===== src/rtl/i2c_aux_req_engine.sv =====
// ---------------------------------------------------------------------------
// i2c_aux_req_engine
//
// Splits one I2C-over-AUX transaction from the DP source de-mux into AUX
// request headers of at most CHUNK data bytes each. Each header is streamed
// one byte per cycle: B0 = {0, MOT, cmd, addr[19:16]}, B1 = addr[15:8],
// B2 = addr[7:0], B3 = chunk-1. An address-only transaction (N=0) sends
// B0..B2 only. Each chunk is retried on DEFER or timeout up to MAX_RETRY
// times. A NACK, or running out of retries, ends the transaction as failed.
// Write payload bytes are inserted downstream and are not emitted here.
//
// Parameters:
//   CHUNK      max data bytes per AUX request (1..16)
//   MAX_RETRY  retries allowed per chunk after the first attempt
//   LEN_W      width of the total-length input
//   RW         retry counter width, derived from MAX_RETRY (do not override)
//
// Ports:
//   clk, rst_n           clock, asynchronous active-low reset
//   de_mux_i2c_tr_vld    transaction valid (sampled in IDLE only)
//   de_mux_i2c_cmd       00 write, 01 read, 10 write-status-update
//   de_mux_i2c_address   20-bit AUX address
//   de_mux_i2c_len       total byte count N (0 = address-only)
//   reply_ack            00 ACK, 01 NACK, 10 DEFER, 11 treated as NACK
//   reply_ack_vld        reply_ack valid this cycle
//   timer_timeout        reply timeout pulse
//   i2c_splitted_msg     header byte
//   i2c_msg_vld          header byte valid
//   i2c_fsm_complete     one-cycle success pulse
//   i2c_fsm_failed       one-cycle failure pulse
//   i2c_busy             engine not in IDLE
//   i2c_retry_cnt        retries used on the current chunk
// ---------------------------------------------------------------------------
module i2c_aux_req_engine #(
  parameter int CHUNK     = 16,
  parameter int MAX_RETRY = 7,
  parameter int LEN_W     = 8,
  parameter int RW        = $clog2(MAX_RETRY + 1)
) (
  input  logic             clk,
  input  logic             rst_n,
  input  logic             de_mux_i2c_tr_vld,
  input  logic [1:0]       de_mux_i2c_cmd,
  input  logic [19:0]      de_mux_i2c_address,
  input  logic [LEN_W-1:0] de_mux_i2c_len,
  input  logic [1:0]       reply_ack,
  input  logic             reply_ack_vld,
  input  logic             timer_timeout,
  output logic [7:0]       i2c_splitted_msg,
  output logic             i2c_msg_vld,
  output logic             i2c_fsm_complete,
  output logic             i2c_fsm_failed,
  output logic             i2c_busy,
  output logic [RW-1:0]    i2c_retry_cnt
);

  typedef enum logic [1:0] {
    S_IDLE   = 2'd0,
    S_HDR    = 2'd1,
    S_WAIT   = 2'd2,
    S_FINISH = 2'd3
  } state_e;

  localparam logic [1:0] REPLY_ACK   = 2'b00;
  localparam logic [1:0] REPLY_DEFER = 2'b10;

  // Data bytes carried by the chunk that starts with `rem` bytes outstanding.
  function automatic logic [LEN_W-1:0] chunk_of(input logic [LEN_W-1:0] rem);
    if (int'(rem) > CHUNK) return LEN_W'(CHUNK);
    else                   return rem;
  endfunction

  // More chunks follow this one.
  function automatic logic mot_of(input logic [LEN_W-1:0] rem);
    return int'(rem) > CHUNK;
  endfunction

  function automatic logic [7:0] hdr_byte(input logic [1:0]       idx,
                                          input logic [1:0]       cmd,
                                          input logic [19:0]      addr,
                                          input logic [LEN_W-1:0] rem);
    logic [7:0] b;
    case (idx)
      2'd0:    b = {1'b0, mot_of(rem), cmd, addr[19:16]};
      2'd1:    b = addr[15:8];
      2'd2:    b = addr[7:0];
      default: b = 8'(chunk_of(rem) - LEN_W'(1));
    endcase
    return b;
  endfunction

  // Control / datapath state
  state_e           state_q, state_d;
  logic [1:0]       cmd_q, cmd_d;
  logic [19:0]      addr_q, addr_d;
  logic [LEN_W-1:0] rem_q, rem_d;      // bytes not yet acknowledged
  logic [1:0]       idx_q, idx_d;      // header byte currently on the output
  logic [RW-1:0]    retry_q, retry_d;
  logic             done_ok, done_fail;

  // Registered outputs
  logic [7:0]       msg_q, msg_d;
  logic             vld_q, vld_d;
  logic             complete_q, complete_d;
  logic             failed_q, failed_d;
  logic             busy_q, busy_d;

  logic [1:0]       last_idx;
  logic             is_ack, is_retry, is_nack;

  // An address-only transaction keeps rem at zero and sends only B0..B2.
  assign last_idx = (rem_q == '0) ? 2'd2 : 2'd3;

  // A reply in the same cycle as a timeout wins; a lone timeout acts like DEFER.
  assign is_ack   = reply_ack_vld && (reply_ack == REPLY_ACK);
  assign is_retry = reply_ack_vld ? (reply_ack == REPLY_DEFER) : timer_timeout;
  assign is_nack  = reply_ack_vld && (reply_ack != REPLY_ACK) && (reply_ack != REPLY_DEFER);

  // -------------------------------------------------------------------------
  // State register
  // -------------------------------------------------------------------------
  // NOTE: sequential state uses non-blocking assignments so every flop
  // samples pre-edge values, independent of statement order.
  always_ff @(posedge clk or negedge rst_n) begin
    if (!rst_n) begin
      state_q <= S_IDLE;
      cmd_q   <= '0;
      addr_q  <= '0;
      rem_q   <= '0;
      idx_q   <= '0;
      retry_q <= '0;
    end else begin
      state_q <= state_d;
      cmd_q   <= cmd_d;
      addr_q  <= addr_d;
      rem_q   <= rem_d;
      idx_q   <= idx_d;
      retry_q <= retry_d;
    end
  end

  // -------------------------------------------------------------------------
  // Next-state logic
  // -------------------------------------------------------------------------
  // NOTE: every signal assigned here gets a default first, so no path can
  // leave one unassigned and infer a latch.
  always_comb begin
    state_d   = state_q;
    cmd_d     = cmd_q;
    addr_d    = addr_q;
    rem_d     = rem_q;
    idx_d     = idx_q;
    retry_d   = retry_q;
    done_ok   = 1'b0;
    done_fail = 1'b0;

    unique case (state_q)
      S_IDLE: begin
        if (de_mux_i2c_tr_vld) begin
          state_d = S_HDR;
          cmd_d   = de_mux_i2c_cmd;
          addr_d  = de_mux_i2c_address;
          rem_d   = de_mux_i2c_len;
          idx_d   = 2'd0;
          retry_d = '0;
        end
      end

      S_HDR: begin
        if (idx_q == last_idx) state_d = S_WAIT;
        else                   idx_d   = idx_q + 2'd1;
      end

      S_WAIT: begin
        if (is_ack) begin
          rem_d   = rem_q - chunk_of(rem_q);
          retry_d = '0;
          if (rem_d == '0) begin
            state_d = S_FINISH;
            done_ok = 1'b1;
          end else begin
            state_d = S_HDR;
            idx_d   = 2'd0;
          end
        end else if (is_retry) begin
          if (retry_q < RW'(MAX_RETRY)) begin
            retry_d = retry_q + RW'(1);
            state_d = S_HDR;
            idx_d   = 2'd0;
          end else begin
            state_d   = S_FINISH;
            done_fail = 1'b1;
          end
        end else if (is_nack) begin
          state_d   = S_FINISH;
          done_fail = 1'b1;
        end
      end

      S_FINISH: state_d = S_IDLE;
    endcase
  end

  // -------------------------------------------------------------------------
  // Output logic: outputs are computed from the next state so that they are
  // registered yet appear in the cycle right after the deciding edge.
  // -------------------------------------------------------------------------
  always_comb begin
    vld_d      = (state_d == S_HDR);
    msg_d      = vld_d ? hdr_byte(idx_d, cmd_d, addr_d, rem_d) : 8'h00;
    complete_d = done_ok;
    failed_d   = done_fail;
    busy_d     = (state_d != S_IDLE);
  end

  always_ff @(posedge clk or negedge rst_n) begin
    if (!rst_n) begin
      msg_q      <= 8'h00;
      vld_q      <= 1'b0;
      complete_q <= 1'b0;
      failed_q   <= 1'b0;
      busy_q     <= 1'b0;
    end else begin
      msg_q      <= msg_d;
      vld_q      <= vld_d;
      complete_q <= complete_d;
      failed_q   <= failed_d;
      busy_q     <= busy_d;
    end
  end

  assign i2c_splitted_msg = msg_q;
  assign i2c_msg_vld      = vld_q;
  assign i2c_fsm_complete = complete_q;
  assign i2c_fsm_failed   = failed_q;
  assign i2c_busy         = busy_q;
  assign i2c_retry_cnt    = retry_q;

endmodule

===== config.mk =====
export PLATFORM = sky130hd
export DESIGN_NAME = i2c_aux_req_engine
export DESIGN_NICKNAME = d
export VERILOG_FILES = /design/src/rtl/i2c_aux_req_engine.sv
export SDC_FILE = /design/constraint.sdc
export NUM_CORES = 1
export LEC_CHECK = 0
export ABC_AREA = 1
export BUFFER_PORTS_ARGS = -buffer_cell sky130_fd_sc_hd__buf_2
export CAP_MARGIN = 5
export CORE_ASPECT_RATIO = 2
export CORE_MARGIN = 5
export CORE_UTILIZATION = 55
export CTS_BUF_LIST = sky130_fd_sc_hd__clkbuf_4
export CTS_CLUSTER_SIZE = 10
export DETAILED_ROUTE_END_ITERATION = 6
export GPL_TIMING_DRIVEN = 0
export PLACE_DENSITY = 0.85
export SYNTH_ARGS = -nofsm -noshare
export SYNTH_HDL_FRONTEND = slang
export SYNTH_SLANG_ARGS = --single-unit

===== constraint.sdc =====
create_clock -name clk -period 7.1 [get_ports clk]
set_input_delay 0.71 -clock clk [delete_from_list [all_inputs] [get_ports clk]]
set_output_delay 0.71 -clock clk [all_outputs]
set_load 0.005 [all_outputs]

==> summary.md, run 1 <==
| Metric | Value |
|---|---|
| Status | `completed` |
| Max-Slew Margin vs Limit | `0.281` |
| Gr ovfl total | `0` |
| Clk_lat worst skew | `0.38 ns` |
| Worst-path clk slew | `0.15 ns` |
| CTS Root Cell | `clkbuf_4` |
| Mean Syn Cell Area | `7.07 µm²` |
| Synthesized area | `2740 µm²` |
| Maximum clock path buffer count | `2` |
| Total core area | `4860 µm²` |
| Post-CTS setup buffers | `0` |
| Gp weighted congestion | `0.948` |
| Compound-Gate Fraction of Synth Area | `0.0773` |
| H-tree depth | `2` |
| Die height | `110 µm` |
| Row cnt | `36` |
| Number of distinct library cells after synthesis | `34` |
| Starting Density | `0.562` |
| DRT Pass-1 Iters | `4` |
| HP Class | `reg -> reg` |
| Area grow syn2layout | `13.8%` |
| Io pins | `52` |
| Max Cap Violations | `0` |
| Clk sinks | `49` |
| Final Critical Period | `2.86 ns` |
| Final non-filler cell area | `3110 µm²` |
| Combinational family with the most area after synthesis | `simple AND/OR/NAND/NOR gates` |
| Yosys reg bits | `49` |
| Global-route wire length before repair | `11100 µm` |
| Crit path kind | `reg -> reg` |
| Detailed Place HPWL | `5240 µm` |
| Worst slew pin tran | `1.08 ns` |
| Final core occ | `0.640` |
| Synth Area in Adders | `0.0183` |
| Multiplexer area fraction after synthesis | `0` |
| Port-buffer cells | `51` |
| Synth Area in Simple Gates | `0.366` |
| Routed length per instance | `13.2 µm` |
| Most frequent cells in the layout | `nand2_1, buf_2, inv_1, dfrtp_1, nor2_1` |
| CP startpoint kind | `flip-flop` |
| CP Capture Type | `flip-flop` |
| Setup_tns | `0 ns` |
| Pwr Density | `437 nW/µm²` |
| Post-route ant nets | `0` |
| Syn. warnings | `0` |
| XOR/XNOR Fraction of Synth Area | `0.00640` |
| Ant diodes | `0` |
| Fmax | `349 MHz` |
| Leak Pwr | `1.78 nW` |
| Worst Skew | `0.0188 ns` |
| Total CTS buffers | `5` |
| Period utilization | `0.403` |
| Die width | `59.9 µm` |
| Vias in the first global route | `2479` |
| Share of layout cells above drive strength 1 | `0.173` |
| Critical Path Fanout Max | `6` |
| Vias per inst | `5.09` |
| Cells after synthesis | `387` |
| Largest net degree at the start of global routing | `50` |
| Setup violations, final | `0` |
| Residual DRC | `0` |
| Dpl cell area | `3060 µm²` |
| Final Max Tran Viols | `0` |
| Seq/Total Area, Yosys | `0.448` |
| Most common cell after layout, fill and taps aside | `nand2_1` |
| Total Wirelength | `6660 µm` |
| Cts hold-fix bufs | `0` |
| Cts repair resizes | `0` |
| Critical path required time | `7.40 ns` |
| DRT iter0 DRCs | `123` |
| GRT Util Overall | `0.223` |
| Peak supply drop | `250 µV` |
| Via Count | `2561` |
| RSZ-0062 raised after global routing | `no` |
| CTS tree | `built` |
| Post-layout nets | `486` |
| Critical Path AT | `3.16 ns` |
| Syn_nets | `428` |
| Final count of hold timing violations | `0` |
| Initial antenna violation count | `0` |
| Full die area | `6570 µm²` |
## worst paths after layout
check / cells after the start / slack (ns) / endpoint / startpoint
setup / recovery: 18 / 4.24 / i2c_splitted_msg[6]$_DFF_PN0_ / rem_q[6]$_DFF_PN0_
hold / removal: 2 / 0.48 / addr_q[1]$_DFF_PN0_ / addr_q[1]$_DFF_PN0_
setup reg to reg: 18 / 4.24 / i2c_splitted_msg[6]$_DFF_PN0_ / rem_q[6]$_DFF_PN0_
hold reg to reg: 2 / 0.48 / addr_q[1]$_DFF_PN0_ / addr_q[1]$_DFF_PN0_
max in group asynchronous: 1 / 5.92 / cmd_q[0]$_DFF_PN0_ / rst_n
min in group asynchronous: 1 / 0.51 / i2c_retry_cnt[0]$_DFFE_PN0P_ / rst_n
## metal layers
| layer | vias up | GRT usage | part of all wire |
|---|---|---|---|
| met5 | - | 0 | 0 |
| met4 | 0 | 0.0951 | 0.029 |
| met3 | 15 | 0.0317 | 0.041 |
| met2 | 63 | 0.426 | 0.56 |
| met1 | 1165 | 0.229 | 0.37 |
| li1 | 1318 | - | - |
## layout make-up
class | count | area, µm²
plain buffers | 7 | 35.0
clock buffers | 5 | 37.5
clock inverters | 3 | 12.5
fillers | 475 | 1750
inverters | 50 | 188
multi-input cells | 281 | 1290
flip-flops and latches | 49 | 1230
well taps | 57 | 71.3
repair buffers | 51 | 255
## cell usage after synthesis (all sizes together)
cell type	n	area share
nand2	150	0.21
inv	50	0.069
dfrtp	49	0.45
nor2	43	0.065
nand3	29	0.057
o21ai	24	0.045
a21oi	9	0.016
buf	5	0.010
nor3	5	0.011
ha	4	0.018
clkbuf	2	0.0027
conb	2	0.0027
nand3b	2	0.010
nand4	2	0.0046
or2	2	0.0046
xnor2	2	0.0064
a211o	1	0.0032
a21boi	1	0.0041
a221oi	1	0.0032
and2	1	0.0023
nor2b	1	0.0023
o21bai	1	0.0027
o22ai	1	0.0023
## through the flow
stage	instances	setup slack (ns)	hold slack, ns	total power [mW]
finish	503	4.24	0.482	1.36
global route	503	3.94	0.509	1.49
CTS	503	4.24	0.483	1.36
detailed placement	495	4.11	0.451	1.23
global placement	495	4.17	0.449	1.21
floorplan	387	4.59	0.414	1.02
## power breakdown
| group | total, mW | leakage (nW) | internal [mW] | switching, mW |
|---|---|---|---|---|
| registers | 0.455 | 0.614 | 0.396 | 0.0592 |
| logic | 0.778 | 1.14 | 0.262 | 0.516 |
| clock network | 0.126 | 0.0300 | 0.0360 | 0.0897 |
| total | 1.36 | 1.78 | 0.694 | 0.665 |
## flip-flops by register name, summed over array words and instances, names as in the netlist, 2 cells and up
signal / count
addr_q: 20
rem_q: 8
idx_q: 2
i2c_retry_cnt: 3
cmd_q: 2
i2c_splitted_msg: 8
state_q: 2
## critical path, cell delays in order, from the launching register on
cell     delay [ns]
dfrtp_1        0.48
nor3_2         0.30
nand2_1        0.15
nand2_1        0.11
ha_1           0.27
nand2_1        0.08
nand2_1        0.05
nor2_1         0.09
inv_1          0.08
nor2_1         0.11
nand3_1        0.08
nand2_1        0.10
nand3_1        0.15
ha_1           0.26
nand4_1        0.11
nor2b_1        0.18
nor2_1         0.05
nand2_1        0.08
inv_1          0.04
## logic make-up (layout without fill, tap and decap cells)
kind of cell               Yosys count  after routing
adders and majority gates            4              4
DFF                                 49             49
other                                2              2
xor gates and xnor gates             2              2
buffers and inverters               57            116
AOI/OAI and AO/OA                   38             38
and+or+nand+nor                    235            235
Note: power is estimated with default switching activity, not from simulation.
==> run 2: changes to the inputs <==
clock period = 2.89 ns   (was 7.1 ns; I/O delays follow)
==> run 2 against run 1 <==
Against the previous run: worst setup slack worse by 4.0 ns; flip-flop and latch count unchanged; first-iteration DRC count up 20%; cell area up 3.7%; maximum frequency up 6.5%; sequential power up 150%; worst hold slack worse by 0.41 ns; die area unchanged; via count up 3.5%; critical path type unchanged.
==> summary.md, run 2 (synthesis gave the netlist of run 1 again) <==
| Metric | Value |
|---|---|
| Power, Total | `3.56 mW (+160%)` |
| Critical Path AT | `3.03 ns (-0.13 ns)` |
| Fin cells | `510 (+1.4%)` |
| Io pins | `52 (unchanged)` |
| Full die area | `6570 µm² (unchanged)` |
| Most frequent cells in the layout | `nand2_1, buf_2, inv_1` |
| Pwr Density | `1100 nW/µm² (+150%)` |
| CP endpoint | `i2c_splitted_msg[3]$_DFF_PN0_` |
| CP Depth | `20 (+2)` |
| Slowest Stage Delay on Critical Path | `0.43 ns (-0.05 ns)` |
| Largest net degree at the start of global routing | `50 (unchanged)` |
| Peak supply drop | `630 µV (+150%)` |
| Total Wirelength | `6840 µm (+2.7%)` |
| Die width | `59.9 µm (unchanged)` |
| Gr ovfl total | `0 (unchanged)` |
| Vias per inst | `5.20 (+2.1%)` |
| Cts hold-fix bufs | `0 (unchanged)` |
| Top delay family on crit path | `simple AND/OR/NAND/NOR gates` |
| Detailed Place HPWL | `5240 µm (unchanged)` |
| Worst-path clk slew | `0.14 ns (about the same)` |
| Setup WS pre-CTS | `0.0588 ns (-4.05 ns)` |
| Placed Instances | `495 (unchanged)` |
| Vias in the first global route | `2479 (unchanged)` |
| Most common cell after layout, fill and taps aside | `nand2_1` |
| DRT Pass-1 Iters | `4 (unchanged)` |
| Post-route ant nets | `0 (unchanged)` |
| R2r startpoint | `rem_q[3]$_DFF_PN0_` |
| CP Capture Type | `flip-flop` |
| Max reg flops | `20 (unchanged)` |
| CTS tree | `built` |
| Area grow syn2layout | `18.0%` |
| Die height | `110 µm (unchanged)` |
| Starting Density | `0.562 (unchanged)` |
| Reg2reg path depth | `20 (+2)` |
| DRT iter0 DRCs | `148 (+20%)` |
| Reg2reg end | `i2c_splitted_msg[3]$_DFF_PN0_` |
| Worst Skew | `0.0165 ns (-0.00229 ns)` |
| Clk_lat worst skew | `0.39 ns (about the same)` |
| Routed length per instance | `13.4 µm (+1.2%)` |
| Ant diodes | `0 (unchanged)` |
| Port-buffer cells | `51 (unchanged)` |
| Clk sinks | `49 (unchanged)` |
| Critical path required time | `3.23 ns (-4.17 ns)` |
| Row cnt | `36 (unchanged)` |
| GRT Util Overall | `0.223 (unchanged)` |
| Global-route wire length before repair | `11100 µm (unchanged)` |
| Max Cap Violations | `0 (unchanged)` |
| Fmax | `372 MHz (+6.5%)` |
| Crit path kind | `reg -> reg` |
| H-tree depth | `2 (unchanged)` |
| Post-layout nets | `493 (+1.4%)` |
| CP bufs+invs | `1 (-1)` |
| CP startpoint kind | `flip-flop` |
| Total CTS buffers | `5 (unchanged)` |
| Total core area | `4860 µm² (unchanged)` |
| Final core occ | `0.664 (+0.0239)` |
| Cells along the critical path | `nor2_1 -> nand2_2 -> nand2_2 -> nand2_2 -> nand2_2 -> ha_1 -> a21oi_1 -> nand2_1 -> nor2_1 -> nand2_1 -> nor2_1 -> nand2_1 -> nand2_2 -> nand2_1 -> nand3_4 -> buf_6 -> nand3_1 -> nand3_1 -> nand2_1 -> nor2_1` |
| Max-Slew Margin vs Limit | `0.293 (+0.0121)` |
| Register with the most flip-flops | `addr_q` |
| Final Critical Period | `2.69 ns (-0.175 ns)` |
| Worst slew pin tran | `1.06 ns (-0.0182 ns)` |
| HP Class | `in -> async` |
| Final count of hold timing violations | `0 (unchanged)` |
| Setup WS post-layout | `0.201 ns (-4.04 ns)` |
| CTS Root Cell | `clkbuf_4` |
| R2R Setup Slk | `0.20 ns (-4.04 ns)` |
| Leak Pwr | `1.83 nW (+2.6%)` |
| Critical Path Fanout Max | `10 (+4)` |
| Initial antenna violation count | `0 (unchanged)` |
| Period utilization | `0.930 (+0.527)` |
| Maximum clock path buffer count | `2 (unchanged)` |
| Status | `completed` |
| Final Max Tran Viols | `0 (unchanged)` |
| Gp weighted congestion | `0.948 (unchanged)` |
| Via Count | `2651 (+3.5%)` |
| Critical Path Start | `rem_q[3]$_DFF_PN0_` |
| Residual DRC | `0 (unchanged)` |
| Share of layout cells above drive strength 1 | `0.216 (+0.0437)` |
| Setup violations, final | `0 (unchanged)` |
| CP max-delay cell | `dfrtp_1` |
==> run 2: cell count changes in the layout (fill, tap and decap cells not counted), moves of 2 or more <==
cell,change
buf_4,+5
nand2_1,-5
dfrtp_1,-4
dfrtp_2,+4
nand2_2,+4
buf_6,+2
nor2_1,-2
==> run 2: worst min path at each step <==
stage                          start  slack, ns                      endpoint  cells after the start
2_1_floorplan                  rst_n     -0.007           addr_q[0]$_DFF_PN0_                      0
3_5_place_dp     addr_q[0]$_DFF_PN0_       0.45           addr_q[0]$_DFF_PN0_                      2
5_1_grt        de_mux_i2c_address[1]       0.13           addr_q[1]$_DFF_PN0_                      3
4_1_cts        de_mux_i2c_address[1]       0.12           addr_q[1]$_DFF_PN0_                      3
3_3_place_gp     addr_q[5]$_DFF_PN0_       0.45           addr_q[5]$_DFF_PN0_                      2
6_report                       rst_n       0.07  i2c_retry_cnt[0]$_DFFE_PN0P_                      1
==> run 2: metal layers <==
metal	global-route usage	wire [µm]	share of wire	vias to the layer above
met5	0	0	0	-
li1	-	-	-	1330
met1	0.229	2460	0.36	1224
met4	0.0951	216	0.032	0
met3	0.0317	315	0.046	19
met2	0.426	3840	0.56	78
==> run 2: worst register-to-register path, stage by stage (launching register included) <==
cell	delay [ns]
dfrtp_1	0.43
nor2_1	0.16
nand2_2	0.11
nand2_2	0.09
nand2_2	0.07
nand2_2	0.08
ha_1	0.26
a21oi_1	0.13
nand2_1	0.07
nor2_1	0.11
nand2_1	0.07
nor2_1	0.11
nand2_1	0.11
nand2_2	0.11
nand2_1	0.11
nand3_4	0.12
buf_6	0.15
nand3_1	0.08
nand3_1	0.12
nand2_1	0.08
nor2_1	0.08
==> run 2: timing repair <==
item,in CTS,in global routing
setup endpoints to repair,0,8
resized for setup,0,21
setup buffers,0,7
==> run 2: area by class of cell <==
cell class,instances,area (µm²)
fill,452,1640
multi-input combinational,281,1340
sequential,49,1230
timing repair buffer,58,308
inverter,50,188
tap,57,71.3
buffer,7,42.5
clock buffer,5,37.5
clock inverter,3,12.5
==> run 2: power by group <==
part | switching, mW | internal (mW) | leakage (nW)
sequential | 0.150 | 0.977 | 0.610
combinational | 1.37 | 0.761 | 1.19
clock | 0.221 | 0.0883 | 0.0300
==> run 2: metrics by stage <==
stage	cell area [µm²]	hold slack [ns]	setup TNS, ns
2_1_floorplan	2740	-0.00659	0
3_3_place_gp	3060	0.449	0
3_5_place_dp	3060	0.451	0
4_1_cts	3110	0.120	0
5_1_grt	3230	0.127	-0.0589
6_report	3230	0.0731	0
==> run 3: changes to the inputs <==
CAP_MARGIN = 25   (was 5)
CORE_UTILIZATION = 52   (was 55)
CTS_CLUSTER_SIZE = 12   (was 10)
clock period = 2.4 ns   (was 2.89 ns; I/O delays follow)
==> run 3 against run 2 <==
Against the previous run: the flow now finishes with violations (setup timing); register-to-register slack worse by 0.34 ns; sequential share of layout area down 3.9 points; sequential power grew 19%; first-iteration DRC count up 14%; largest cell class unchanged; largest power group unchanged.
==> summary.md, run 3 (synthesis gave the netlist of run 1 again) <==
| Metric | Value |
|---|---|
| Status | `complete, but fails checks` |
| Failing checks | `setup timing` |
| Io pins | `52 (unchanged)` |
| Met2 WL | `4230 µm (+10%)` |
| Register area | `1230 µm² (+0.10%)` |
| HP Class | `in -> reg` |
| Critical Path AT | `2.81 ns (-0.22 ns)` |
| Total CTS buffers | `5 (unchanged)` |
| Residual DRC | `0 (unchanged)` |
| RSZ-0062 raised after global routing | `yes` |
| Post-route ant nets | `0 (unchanged)` |
| Peak supply drop | `1040 µV (+64%)` |
| Clk_lat worst skew | `0.38 ns (about the same)` |
| Global-route wire length before repair | `12000 µm (+8.1%)` |
| Critical Path Fanout Max | `10 (unchanged)` |
| WHS | `0.0770 ns (+0.00395 ns)` |
| Area of the multi-input gates | `1510 µm² (+13%)` |
| Most frequent cells in the layout | `nand2_1, buf_2, inv_1` |
| Worst-path clk slew | `0.14 ns (about the same)` |
| Total Wirelength | `7750 µm (+13%)` |
| Detailed Place HPWL | `5430 µm (+3.7%)` |
| Area grow syn2layout | `31.5%` |
| Port-buffer cells | `51 (unchanged)` |
| CTS tree | `built` |
| GRT Util Overall | `0.232 (+0.00826)` |
| Fmax | `394 MHz (+5.9%)` |
| Final count of hold timing violations | `0 (unchanged)` |
| Full die area | `6900 µm² (+5.0%)` |
| Met3 wire length | `327 µm (+3.8%)` |
| CTS Root Cell | `clkbuf_4` |
| Leak Pwr | `1.99 nW (+9.1%)` |
| DRT Pass-1 Iters | `4 (unchanged)` |
| Row cnt | `37 (+2.8%)` |
| Max reg flops | `20 (unchanged)` |
| Final Max Tran Viols | `0 (unchanged)` |
| Setup_tns | `-0.716 ns (-0.716 ns)` |
| Final Critical Period | `2.54 ns (-0.150 ns)` |
| DRT iter0 DRCs | `169 (+14%)` |
| Max Cap Violations | `0 (unchanged)` |
| Die height | `113 µm (+2.6%)` |
| Final core occ | `0.700 (+0.0362)` |
| Vias in the first global route | `2789 (+13%)` |
| Largest net degree at the start of global routing | `50 (unchanged)` |
| Worst Skew | `0.0129 ns (-0.00368 ns)` |
| Fillers | `390 (-14%)` |
| Pwr Density | `1390 nW/µm² (+26%)` |
| Top sig layer | `met4` |
| Most common cell after layout, fill and taps aside | `nand2_1` |
| Crit path kind | `reg -> reg` |
| Share of layout cells above drive strength 1 | `0.309 (+0.0930)` |
| Total core area | `5140 µm² (+5.6%)` |
| Initial antenna violation count | `1 (+1)` |
| CP Capture Type | `flip-flop` |
| Maximum clock path buffer count | `2 (unchanged)` |
| Critical path required time | `2.67 ns (-0.56 ns)` |
| Placed Instances | `496 (+0.20%)` |
| M1 wire length | `2580 µm (+4.6%)` |
| Via Count | `2832 (+6.8%)` |
| Power, Total | `5.01 mW (+40%)` |
| H-tree depth | `2 (unchanged)` |
| Clk sinks | `49 (unchanged)` |
| Routed length per instance | `14.6 µm (+8.8%)` |
| CP startpoint kind | `flip-flop` |
| Die width | `61.3 µm (+2.4%)` |
| Gp weighted congestion | `1.01 (+6.0%)` |
| Setup WS post-layout | `-0.138 ns (-0.340 ns)` |
| Fin cells | `531 (+4.1%)` |
| Vias per inst | `5.33 (+2.6%)` |
| Setup violations, final | `8 (+8)` |
| Gr ovfl total | `0 (unchanged)` |
| Period utilization | `1.06 (+0.127)` |
| Post-layout nets | `512 (+3.9%)` |
| Register with the most flip-flops | `addr_q` |
| Starting Density | `0.532 (-0.0300)` |
run 3: final timing paths:
| kind | slack (ns) | cells past startpoint | from | end |
|---|---|---|---|---|
| hold / removal | 0.08 | 3 | de_mux_i2c_address[5] | addr_q[5]$_DFF_PN0_ |
| hold reg to reg | 0.48 | 2 | addr_q[16]$_DFF_PN0_ | addr_q[16]$_DFF_PN0_ |
| setup / recovery | -0.14 | 18 | state_q[0]$_DFF_PN0_ | i2c_splitted_msg[6]$_DFF_PN0_ |
| setup reg to reg | -0.14 | 18 | state_q[0]$_DFF_PN0_ | i2c_splitted_msg[6]$_DFF_PN0_ |
| min in group asynchronous | 0.23 | 2 | rst_n | i2c_retry_cnt[0]$_DFFE_PN0P_ |
| max in group asynchronous | 1.66 | 3 | rst_n | rem_q[2]$_DFF_PN0_ |
run 3: per-stage QoR:
stage                     setup slack [ns]  area, µm²
final                               -0.138       3600
after global routing                -0.328       3600
after CTS                           -0.115       3400
after detailed placement            -0.467       3070
after global placement              -0.393       3070
after floorplan                     0.0114       2740
run 3: layer usage:
metal	track usage	vias to the layer above
li1	-	1375
met1	0.217	1303
met2	0.412	107
met3	0.0368	47
met4	0.177	0
met5	0	-
run 3: what timing repair did:
action / 4_1_cts / 5_1_grt
gates cloned: 1 / 0
hold buffers: 0 / 1
endpoints found under the hold margin: 0 / 8
pin swaps: 23 / 14
setup endpoints to repair: 11 / 9
resized for setup: 41 / 24
buffers inserted: 13 / 10
run 3: report_power, final:
group / total [mW] / internal (mW) / leakage [nW] / switching (mW)
logic: 3.18 / 1.19 / 1.34 / 1.99
clock network: 0.492 / 0.228 / 0.0433 / 0.264
registers: 1.34 / 1.18 / 0.608 / 0.162
total: 5.01 / 2.59 / 1.99 / 2.41
run 3: area by class of cell:
class	instances	area share
Antenna cell	1	0.000696
Buffer	7	0.0125
Clock buffer	6	0.0125
Clock inverter	2	0.00939
Inverter	50	0.0522
Multi-Input combinational cell	281	0.419
Sequential cell	49	0.343
Tap cell	58	0.0202
Timing Repair Buffer	77	0.131
run 3: critical path: stages, from the launching register on:
cell and delay [ns]:
dfrtp_1 0.39, inv_1 0.09, nand2_1 0.14, nor2_1 0.08
buf_4 0.19, a21oi_1 0.13, nand2_1 0.06, o21ai_1 0.07
inv_1 0.07, nor2_2 0.13, nand3_2 0.13, nor2_2 0.18
nand2_1 0.13, ha_4 0.20, nand4_1 0.08, nor2b_4 0.15
nor2_1 0.05, nand2_1 0.09, inv_1 0.06
